**config.mk**
```make
export PLATFORM = sky130hd
export DESIGN_NAME = ej32_seq_arb_flat
export DESIGN_NICKNAME = d
export VERILOG_FILES = /design/src/rtl/ej32_seq_arb.sv /design/src/rtl/ej32_seq_arb_if.sv /design/src/flat_wrapper.sv
export SDC_FILE = /design/constraint.sdc
export NUM_CORES = 1
export LEC_CHECK = 0
export CAP_MARGIN = 20
export CORE_ASPECT_RATIO = 0.5
export CORE_MARGIN = 8
export CORE_UTILIZATION = 39
export CTS_BUF_LIST = sky130_fd_sc_hd__clkbuf_4
export CTS_CLUSTER_DIAMETER = 150
export DETAILED_ROUTE_END_ITERATION = 7
export PLACE_DENSITY = 0.89
export SYNTH_ARGS = -nofsm -noshare
export SYNTH_HDL_FRONTEND = slang
export SYNTH_SLANG_ARGS = --single-unit
```
**constraint.sdc**
```tcl
create_clock -name clk -period 7.34 [get_ports clk]
set_clock_uncertainty 0.05 [all_clocks]
set_input_delay 1.468 -clock clk [delete_from_list [all_inputs] [get_ports clk]]
set_output_delay 1.468 -clock clk [all_outputs]
set_load 0.02 [all_outputs]
```
**src/rtl/ej32_seq_arb.sv**
```systemverilog
// eJ32 multi-cycle phase sequencer and TOS / IP writeback arbiter for units AU(0), BR(1), LS(2).
// Optional stall watchdog: define EJ32_SEQ_WDOG_EN to abort a sequence held for WDOG cycles.
package ej32_pkg;
  typedef logic [7:0] opcode_t;

  localparam opcode_t ILOAD         = 8'h15;
  localparam opcode_t ILOAD_0       = 8'h1a;
  localparam opcode_t ILOAD_3       = 8'h1d;
  localparam opcode_t IALOAD        = 8'h2e;
  localparam opcode_t BALOAD        = 8'h33;
  localparam opcode_t CALOAD        = 8'h34;
  localparam opcode_t SALOAD        = 8'h35;
  localparam opcode_t ISTORE        = 8'h36;
  localparam opcode_t ISTORE_0      = 8'h3b;
  localparam opcode_t ISTORE_1      = 8'h3c;
  localparam opcode_t ISTORE_3      = 8'h3e;
  localparam opcode_t IASTORE       = 8'h4f;
  localparam opcode_t BASTORE       = 8'h54;
  localparam opcode_t CASTORE       = 8'h55;
  localparam opcode_t SASTORE       = 8'h56;
  localparam opcode_t IFEQ          = 8'h99;
  localparam opcode_t IFLE          = 8'h9e;
  localparam opcode_t IF_ICMPEQ     = 8'h9f;
  localparam opcode_t IF_ICMPGT     = 8'ha3;
  localparam opcode_t GOTO          = 8'ha7;
  localparam opcode_t JSR           = 8'ha8;
  localparam opcode_t RET           = 8'ha9;
  localparam opcode_t JRETURN       = 8'hb1;
  localparam opcode_t INVOKEVIRTUAL = 8'hb6;
  localparam opcode_t DONEXT        = 8'hca;
  localparam opcode_t DUPR          = 8'hcb;
  localparam opcode_t POPR          = 8'hcc;
  localparam opcode_t PUSHR         = 8'hcd;
  localparam opcode_t GET           = 8'hd0;
  localparam opcode_t PUT           = 8'hd1;

  typedef enum logic [1:0] {U_AU = 2'd0, U_BR = 2'd1, U_LS = 2'd2} unit_t;

  typedef struct packed {
    unit_t      unit;
    logic [2:0] nph;
  } dec_t;

  function automatic dec_t decode(opcode_t c);
    dec_t d;
    d = '{unit: U_AU, nph: 3'd1};
    case (c) inside
      [IFEQ:IFLE], [IF_ICMPEQ:IF_ICMPGT], GOTO, INVOKEVIRTUAL, DONEXT:
        d = '{unit: U_BR, nph: 3'd2};
      JSR:
        d = '{unit: U_BR, nph: 3'd3};
      RET, JRETURN, ILOAD, [ILOAD_0:ILOAD_3], ISTORE_0, DUPR, POPR, PUSHR:
        d = '{unit: U_BR, nph: 3'd1};
      IALOAD, BALOAD, CALOAD, SALOAD, ISTORE, [ISTORE_1:ISTORE_3],
      IASTORE, BASTORE, CASTORE, SASTORE, GET, PUT:
        d = '{unit: U_LS, nph: 3'd1};
      default: ;
    endcase
    return d;
  endfunction
endpackage

module ej32_seq_arb
  import ej32_pkg::*;
#(
  parameter int DSZ  = 32,
  parameter int ASZ  = 17,
  parameter int NU   = 3,
  parameter int WDOG = 255
) (
  input  logic           clk,
  input  logic           rst,
  ej32_seq_arb_if.slave  bus
);
  typedef enum logic {S_IDLE, S_RUN} state_t;

  state_t     state;
  opcode_t    code_q;
  logic [2:0] phase_q;
  logic       err_q;
  dec_t       dec;
  logic       run, last, abort, done, rdy, err_set;
  logic [NU-1:0]  owner_oh;
  logic [DSZ-1:0] t_sel;
  logic [ASZ-1:0] p_sel;

  assign dec      = decode(code_q);
  assign run      = (state == S_RUN);
  assign owner_oh = run ? ({{(NU-1){1'b0}}, 1'b1} << dec.unit) : '0;
  assign last     = (phase_q == dec.nph - 3'd1);

`ifdef EJ32_SEQ_WDOG_EN
  logic [7:0] wdog_q;
  assign abort = run & bus.hold_i & (wdog_q == 8'(WDOG - 1));
`else
  logic unused_wdog;
  assign unused_wdog = ^8'(WDOG);
  assign abort = 1'b0;
`endif

  // A redirect ends the sequence on any phase; otherwise the final unheld phase does.
  assign done    = run & ~abort & ((last & ~bus.hold_i) | bus.p_we);
  assign rdy     = ~run | done;
  // owner_oh is zero while idle, so every requester then counts as a stray write.
  assign err_set = |((bus.t_x_i | bus.psel_i) & ~owner_oh);

  // NOTE: combinational blocks use blocking assignments with a default first, so
  // later loop iterations override earlier ones and no latch is inferred.
  always_comb begin
    t_sel = '0;
    p_sel = '0;
    for (int k = NU - 1; k >= 0; k--) begin
      if (bus.t_x_i[k])  t_sel = bus.t_i[k*DSZ +: DSZ];
      if (bus.psel_i[k]) p_sel = bus.p_i[k*ASZ +: ASZ];
    end
    for (int k = 0; k < NU; k++) begin
      if (bus.t_x_i[k] & owner_oh[k])  t_sel = bus.t_i[k*DSZ +: DSZ];
      if (bus.psel_i[k] & owner_oh[k]) p_sel = bus.p_i[k*ASZ +: ASZ];
    end
  end

  // NOTE: sequential state uses non-blocking assignments only; every register,
  // including the latched opcode, is cleared by the async reset.
  always_ff @(posedge clk or posedge rst) begin
    if (rst) begin
      state   <= S_IDLE;
      code_q  <= '0;
      phase_q <= '0;
      err_q   <= 1'b0;
    end else begin
      if (err_set) err_q <= 1'b1;
      case (state)
        S_IDLE: begin
          if (bus.code_v) begin
            state   <= S_RUN;
            code_q  <= bus.code_i;
            phase_q <= '0;
          end
        end
        S_RUN: begin
          if (abort) begin
            state   <= S_IDLE;
            phase_q <= '0;
            err_q   <= 1'b1;
          end else if (done) begin
            phase_q <= '0;
            if (bus.code_v) code_q <= bus.code_i;
            else            state  <= S_IDLE;
          end else if (!bus.hold_i) begin
            phase_q <= phase_q + 3'd1;
          end
        end
        default: state <= S_IDLE;
      endcase
    end
  end

`ifdef EJ32_SEQ_WDOG_EN
  always_ff @(posedge clk or posedge rst) begin
    if (rst)                                   wdog_q <= '0;
    else if (run & bus.hold_i & ~done & ~abort) wdog_q <= wdog_q + 8'd1;
    else                                       wdog_q <= '0;
  end
`endif

  assign bus.en_o    = owner_oh;
  assign bus.phase_o = phase_q;
  assign bus.t_o     = t_sel;
  assign bus.t_we    = |bus.t_x_i;
  assign bus.p_o     = p_sel;
  assign bus.p_we    = |bus.psel_i;
  assign bus.rdy_o   = rdy;
  assign bus.done_o  = done;
  assign bus.err_o   = err_q;
endmodule
```
**src/rtl/ej32_seq_arb_if.sv**
```systemverilog
// Control/writeback bus between the eJ32 decoder, its execution units (AU, BR, LS)
// and the phase sequencer / writeback arbiter ej32_seq_arb.
interface ej32_seq_arb_if #(
  parameter int DSZ = 32,
  parameter int ASZ = 17,
  parameter int NU  = 3
);
  logic [7:0]      code_i;
  logic            code_v;
  logic            hold_i;
  logic [NU-1:0]   t_x_i;
  logic [NU*DSZ-1:0] t_i;
  logic [NU-1:0]   psel_i;
  logic [NU*ASZ-1:0] p_i;
  logic [NU-1:0]   en_o;
  logic [2:0]      phase_o;
  logic [DSZ-1:0]  t_o;
  logic            t_we;
  logic [ASZ-1:0]  p_o;
  logic            p_we;
  logic            rdy_o;
  logic            done_o;
  logic            err_o;

  // Decoder and execution units drive requests; they observe the arbitrated results.
  modport master (
    output code_i, code_v, hold_i, t_x_i, t_i, psel_i, p_i,
    input  en_o, phase_o, t_o, t_we, p_o, p_we, rdy_o, done_o, err_o
  );

  modport slave (
    input  code_i, code_v, hold_i, t_x_i, t_i, psel_i, p_i,
    output en_o, phase_o, t_o, t_we, p_o, p_we, rdy_o, done_o, err_o
  );
endinterface

```
**src/flat_wrapper.sv**
```systemverilog
// flat-port wrapper written by rule: the top's interface ports become plain ports
module ej32_seq_arb_flat import ej32_pkg::*;
#(
  parameter int DSZ  = 32,
  parameter int ASZ  = 17,
  parameter int NU   = 3,
  parameter int WDOG = 255
)
  (clk, rst, bus_code_i, bus_code_v, bus_hold_i, bus_t_x_i, bus_t_i, bus_psel_i, bus_p_i, bus_en_o, bus_phase_o, bus_t_o, bus_t_we, bus_p_o, bus_p_we, bus_rdy_o, bus_done_o, bus_err_o);
  ej32_seq_arb_if #(.DSZ(DSZ), .ASZ(ASZ), .NU(NU)) bus_i ();
  input  logic clk;
  input  logic rst;
  input wire logic [$bits(bus_i.code_i)-1:0] bus_code_i;
  input wire logic [$bits(bus_i.code_v)-1:0] bus_code_v;
  input wire logic [$bits(bus_i.hold_i)-1:0] bus_hold_i;
  input wire logic [$bits(bus_i.t_x_i)-1:0] bus_t_x_i;
  input wire logic [$bits(bus_i.t_i)-1:0] bus_t_i;
  input wire logic [$bits(bus_i.psel_i)-1:0] bus_psel_i;
  input wire logic [$bits(bus_i.p_i)-1:0] bus_p_i;
  output wire logic [$bits(bus_i.en_o)-1:0] bus_en_o;
  output wire logic [$bits(bus_i.phase_o)-1:0] bus_phase_o;
  output wire logic [$bits(bus_i.t_o)-1:0] bus_t_o;
  output wire logic [$bits(bus_i.t_we)-1:0] bus_t_we;
  output wire logic [$bits(bus_i.p_o)-1:0] bus_p_o;
  output wire logic [$bits(bus_i.p_we)-1:0] bus_p_we;
  output wire logic [$bits(bus_i.rdy_o)-1:0] bus_rdy_o;
  output wire logic [$bits(bus_i.done_o)-1:0] bus_done_o;
  output wire logic [$bits(bus_i.err_o)-1:0] bus_err_o;
  assign bus_i.code_i = bus_code_i;
  assign bus_i.code_v = bus_code_v;
  assign bus_i.hold_i = bus_hold_i;
  assign bus_i.t_x_i = bus_t_x_i;
  assign bus_i.t_i = bus_t_i;
  assign bus_i.psel_i = bus_psel_i;
  assign bus_i.p_i = bus_p_i;
  assign bus_en_o = bus_i.en_o;
  assign bus_phase_o = bus_i.phase_o;
  assign bus_t_o = bus_i.t_o;
  assign bus_t_we = bus_i.t_we;
  assign bus_p_o = bus_i.p_o;
  assign bus_p_we = bus_i.p_we;
  assign bus_rdy_o = bus_i.rdy_o;
  assign bus_done_o = bus_i.done_o;
  assign bus_err_o = bus_i.err_o;
  ej32_seq_arb #(.DSZ(DSZ), .ASZ(ASZ), .NU(NU), .WDOG(WDOG)) u_core (.clk(clk), .rst(rst), .bus(bus_i));
endmodule
```
==> reports/results.tsv, run 1 <==
metric	value	unit
synthArstFlopShare	1.00	
antenna_found_initial	0	
htreeDepth	1	
cp-start-kind	primary input	
syn_nets	677	
postRouteAntennaNets	0	
powerDensity	99.6	nW/um^2
rows	23	
min_period_over_period	0.758	
numClockSinks	13	
core	7830	sq um
cp_slowest_cell	nor3_1	
finalCriticalPeriod	5560	ps
finalPower	529	uW
viasPerCell	5.69	
start_util	0.394	
rsz0062_at_grt	false	
syn_to_final_growth	72.4	%
num-nets-final	861	
path_max_fanout	37	
path_cells	clkdlybuf4s50_1, buf_4, nor3_1, nand3_1, o32a_1, and2_1, clkdlybuf4s50_1	
diodes	0	
synthesis.area	3080	sq um
fin_tns_setup	0	ps
cp-end-kind	primary output	
grt_pass1_vias	4316	
critPathKind	in -> out	
dp_hpwl	10600	microns
finalNonFillerCells	806	
synth_compound_area_frac	0.531	
finalSetupViolCount	0	
synth_top_family_by_area	compound AO/OA/AOI/OAI gates	
io_buffer_count	224	
drv_cap	0	
dp_slack	1860	ps
gp_congestion	0.879	
worstHoldPathCells	2	
clock_path_buffers	2	
fmax	180	MHz
grt_pass1_wl	21800	microns
grt_util_all_layers	0.232	
die_w	142	microns
cpPeakStageDelay	650	ps
drtPass1Iterations	5	
synth_cell_types	54	
clk_latency	280	ps
cts.repair.resized	0	
synth_mux_area_frac	0.0430	
drc	0	
r2r_cells	6	
wl_per_cell	17.8	microns
grt-ovfl-total	0	
finalWirelength	14300	microns
io_pins	225	
maxSlewViolCount	0	
hold_viol	0	
min_path_type	reg -> reg	
post_cts_buffers	0	
cp.required	5820	ps
drt_iter0_markers	361	
synth-seq-cells	13	
dieArea	11200	sq um
crit_top_cell	clkdlybuf4s50_1	
cts_buffers	3	
worst_slew_pin_slew	928	ps
peakVddDrop	0.000105	V
synthSimpleGateAreaFrac	0.227	
synthXorXnorAreaFrac	0	
status	completed	
cts_root_buf	clkbuf_4	
vias	4587	
die_y	78.9	microns
path_clk_slew	80	ps
relSlewSlack	0.380	
synth_seq_area_share	0.106	
dp.cells	801	
syn_avg_cell_area	6.03	sq um
synthAdderAreaFrac	0.00406	
hold_buffers	0	
critPathArrivalTime	4050	ps
leakage	0.00195	uW
grt_max_degree	68	
syn_inst	511	
cts_tree	yes	
yosys_warnings	0	
synth-edff-count	0	
worst_slack	1780	ps
drive_gt1_frac	0.0490	
synth_flop_cell	dfrtp_1	
## cell type report
class,count,area [sq um]
timing repair buffer,233,2310
fill,719,2510
sequential,13,325
inverter,6,22.5
clock buffer,4,30.0
multi-input combinational,438,2480
tap,112,140
## power breakdown
group          leakage (uW)  internal, uW  switching (uW)
Sequential         0.000156          76.9            15.2
Combinational       0.00178           208             180
Clock             0.0000184          24.8            24.5
Total               0.00195           310             219
## synth_stat cells, types with 3 or more instances
library cell  instances  area (sq um)
a21oi_1             150           751
buf_1                 3          11.3
buf_2                 5          25.0
buf_6                 5          56.3
clkbuf_1             38           143
dfrtp_1              13           325
inv_1                 5          18.8
mux2_2               10           113
nand2_1             105           394
nand2b_1              3          18.8
nand3_1               4          20.0
nand4_1               3          18.8
nor2_1                8          30.0
nor2b_1               6          37.5
nor4_1                3          18.8
o211ai_1              4          30.0
o21ai_0              52           260
o22a_1               49           429
## flip-flops by register name, summed over array words and instances (netlist names)
| register | flops |
|---|---|
| u_core.run | 1 |
| u_core.bus.phase_o | 3 |
| u_core.bus.err_o | 1 |
| u_core.code_q | 8 |
## critical path: cells and delay by family
kind | cells | cell delay, ps
simple gates | 3 | 990
buf+inv | 3 | 1200
compound gates | 1 | 360
## layer usage
layer  routed length (microns)  part of all wire  up-vias  global-route usage
li1                          -                 -     2260                   -
met1                      5750              0.40     2091               0.262
met2                      7230              0.50      195               0.435
met3                       763             0.053       41              0.0323
met4                       590             0.041        0              0.0956
met5                         0                 0        -                   0
## final timing paths
| kind | end | slack (ps) | startpoint |
|---|---|---|---|
| worst max-delay path | bus_rdy_o | 1780 | bus_psel_i[0] |
| worst min-delay path | u_core.bus.err_o$_DFFE_PP0P_ | 460 | u_core.bus.err_o$_DFFE_PP0P_ |
| worst max register to register | u_core.code_q[4]$_DFFE_PP0P_ | 4820 | u_core.code_q[3]$_DFFE_PP0P_ |
| worst min register to register | u_core.bus.err_o$_DFFE_PP0P_ | 460 | u_core.bus.err_o$_DFFE_PP0P_ |
| max in group asynchronous | u_core.code_q[3]$_DFFE_PP0P_ | 5450 | rst |
| min in group asynchronous | u_core.code_q[6]$_DFFE_PP0P_ | 1440 | rst |
## logic make-up (layout without fill, tap and decap cells)
group | after synthesis | count (layout)
adders and majority gates | 1 | 1
muxes | 12 | 12
AOI/OAI and AO/OA | 273 | 273
and+or+nand+nor | 152 | 152
buffers and inverters | 60 | 243
DFF | 13 | 13
## layout by cell type (no fill, tap or decap), types with 5 or more instances in the layout
master,synthesis,routed
clkdlybuf4s50_1,0,222
a21oi_1,150,150
nand2_1,105,105
o21ai_0,52,52
o22a_1,49,49
dfrtp_1,13,13
mux2_2,10,10
nor2_1,8,8
buf_4,1,8
nor2b_1,6,5
inv_1,5,5
## stage by stage
stage | area (sq um) | util | hold slack, ps
global route | 5310 | 0.679 | 498
floorplan | 3080 | - | 516
global placement | 5260 | 0.672 | 458
detailed placement | 5260 | 0.672 | 459
CTS | 5290 | 0.676 | 477
finish | 5310 | 0.679 | 461
Note: power is estimated with default switching activity, not from simulation.
==> run 2: changes to the inputs <==
CORE_UTILIZATION = 36   (was 39)
PLACE_DENSITY = 0.83   (was 0.89)
clock period = 5.8 ns   (was 7.34 ns; I/O delays follow)
==> run 2 against run 1 <==
  * Global-route usage down 1.1 points
  * Core utilization down 1.9 points
  * Register-to-register slack worse by 1500 ps
  * Count of clock-buffer cells in the layout unchanged
  * First-iteration DRC count down 22%
  * Combinational power up 28%
  * Sequential cell count unchanged
  * Sequential share of layout area down 0.066 points
  * Die area up 7.0%
  * Critical endpoint is now bus_t_o[19]
  * Highest routed layer unchanged
==> reports/results.tsv, run 2 (same netlist as run 1, synthesis figures left out) <==
metric	value	unit
status	completed	
dp.cells	806	
post_cts_buffers	0	
grt-ovfl-total	0	
peakVddDrop	0.000182	V
grt.busiest_layer	met2	
drtPass1Iterations	5	
cp-start-kind	primary input	
grt_max_degree	68	
vias	4641	
finalSetupViolCount	0	
drt_iter0_markers	282	
postRouteAntennaNets	0	
largest_reg_flops	8	
cp.required	4590	ps
worst_slew_pin_slew	814	ps
crit_top_cell	a21oi_1	
cts_buffers	3	
multi_input_area	2480	sq um
finalNonFillerCells	811	
relSlewSlack	0.455	
clk_latency	280	ps
critPathKind	in -> out	
cp-end-kind	primary output	
fin_tns_setup	0	ps
syn_to_final_growth	74.3	%
dieArea	12000	sq um
met1_usage	0.252	
die_w	147	microns
cpPeakStageDelay	620	ps
leakage	0.00198	uW
path_cells	clkdlybuf4s50_1, nor2b_2, buf_4, nand2_1, a21oi_1, a21oi_1, a21oi_1, o22a_1, clkdlybuf4s50_1	
min_period_over_period	0.874	
maxSlewViolCount	0	
diodes	0	
fmax	197	MHz
path_delay_family	buffers and inverters	
antenna_found_initial	0	
num-nets-final	866	
min_path_type	reg -> reg	
die_y	81.4	microns
path_max_fanout	20	
drv_cap	0	
crit_buf_inv	3	
top_register	u_core.code_q	
clock_path_buffers	2	
grt_pass1_wl	22400	microns
mostFrequentLayoutCells	clkdlybuf4s50_1 (222), a21oi_1 (150), nand2_1 (105)	
cts_tree	yes	
cp_slowest_cell	clkdlybuf4s50_1	
grt_pass1_vias	4519	
io_buffer_count	224	
worst_slack	731	ps
drc	0	
grt_util_all_layers	0.221	
drive_gt1_frac	0.0558	
powerDensity	126	nW/um^2
htreeDepth	1	
dp_hpwl	11300	microns
start_util	0.378	
cts.repair.resized	0	
finalCriticalPeriod	5070	ps
numClockSinks	13	
grtUsageMet2	0.420	
fillCellCount	772	
rows	23	
gp_congestion	0.878	
finalWirelength	14800	microns
wl_per_cell	18.3	microns
core	8140	sq um
grt_use_met3	0.0247	
hold_buffers	0	
io_pins	225	
viasPerCell	5.72	
layout.cells.most_common	clkdlybuf4s50_1	
hold_ws	485	ps
seq_area	325	sq um
critPathArrivalTime	3860	ps
hold_viol	0	
dp_slack	720	ps
path_clk_slew	80	ps
rsz0062_at_grt	false	
cts_root_buf	clkbuf_4	
==> run 2: layout make-up <==
| cell class | count | share of cell area |
|---|---|---|
| multi-input cells | 438 | 0.462 |
| repair buffers | 238 | 0.441 |
| flip-flops and latches | 13 | 0.0606 |
| well taps | 112 | 0.0261 |
| clock buffers | 4 | 0.00559 |
| inverters | 6 | 0.00419 |
==> run 2: worst paths after layout <==
| check | startpoint | to | slack [ps] | depth (start not counted) |
|---|---|---|---|---|
| max | bus_t_x_i[2] | bus_t_o[19] | 730 | 9 |
| min | u_core.bus.phase_o[2]$_DFFE_PP0P_ | u_core.bus.phase_o[2]$_DFFE_PP0P_ | 490 | 1 |
| max reg2reg | u_core.code_q[4]$_DFFE_PP0P_ | u_core.code_q[3]$_DFFE_PP0P_ | 3350 | 6 |
| min reg2reg | u_core.bus.phase_o[2]$_DFFE_PP0P_ | u_core.bus.phase_o[2]$_DFFE_PP0P_ | 490 | 1 |
| max in group asynchronous | rst | u_core.code_q[2]$_DFFE_PP0P_ | 4210 | 2 |
| min in group asynchronous | rst | u_core.code_q[6]$_DFFE_PP0P_ | 1140 | 2 |
==> run 2: layer usage <==
| layer | up-vias | part of all wire | wire length, microns |
|---|---|---|---|
| met5 | - | 0 | 0 |
| met4 | 0 | 0.043 | 639 |
| met3 | 44 | 0.051 | 759 |
| met2 | 180 | 0.51 | 7610 |
| met1 | 2154 | 0.39 | 5810 |
| li1 | 2263 | - | - |
==> run 2: report_power, final <==
part           switching, uW  total [uW]  internal [uW]
combinational            229         496            267
sequential              19.8         117           97.3
clock                   30.4        61.8           31.4
total                    279         675            396
==> run 2: metrics by stage <==
stage               total power [uW]  instance area, sq um  utilization
finish                           675                  5370        0.660
global route                     717                  5370        0.660
CTS                              674                  5340        0.656
detailed placement               609                  5310        0.652
global placement                 603                  5310        0.652
floorplan                        365                  3080            -
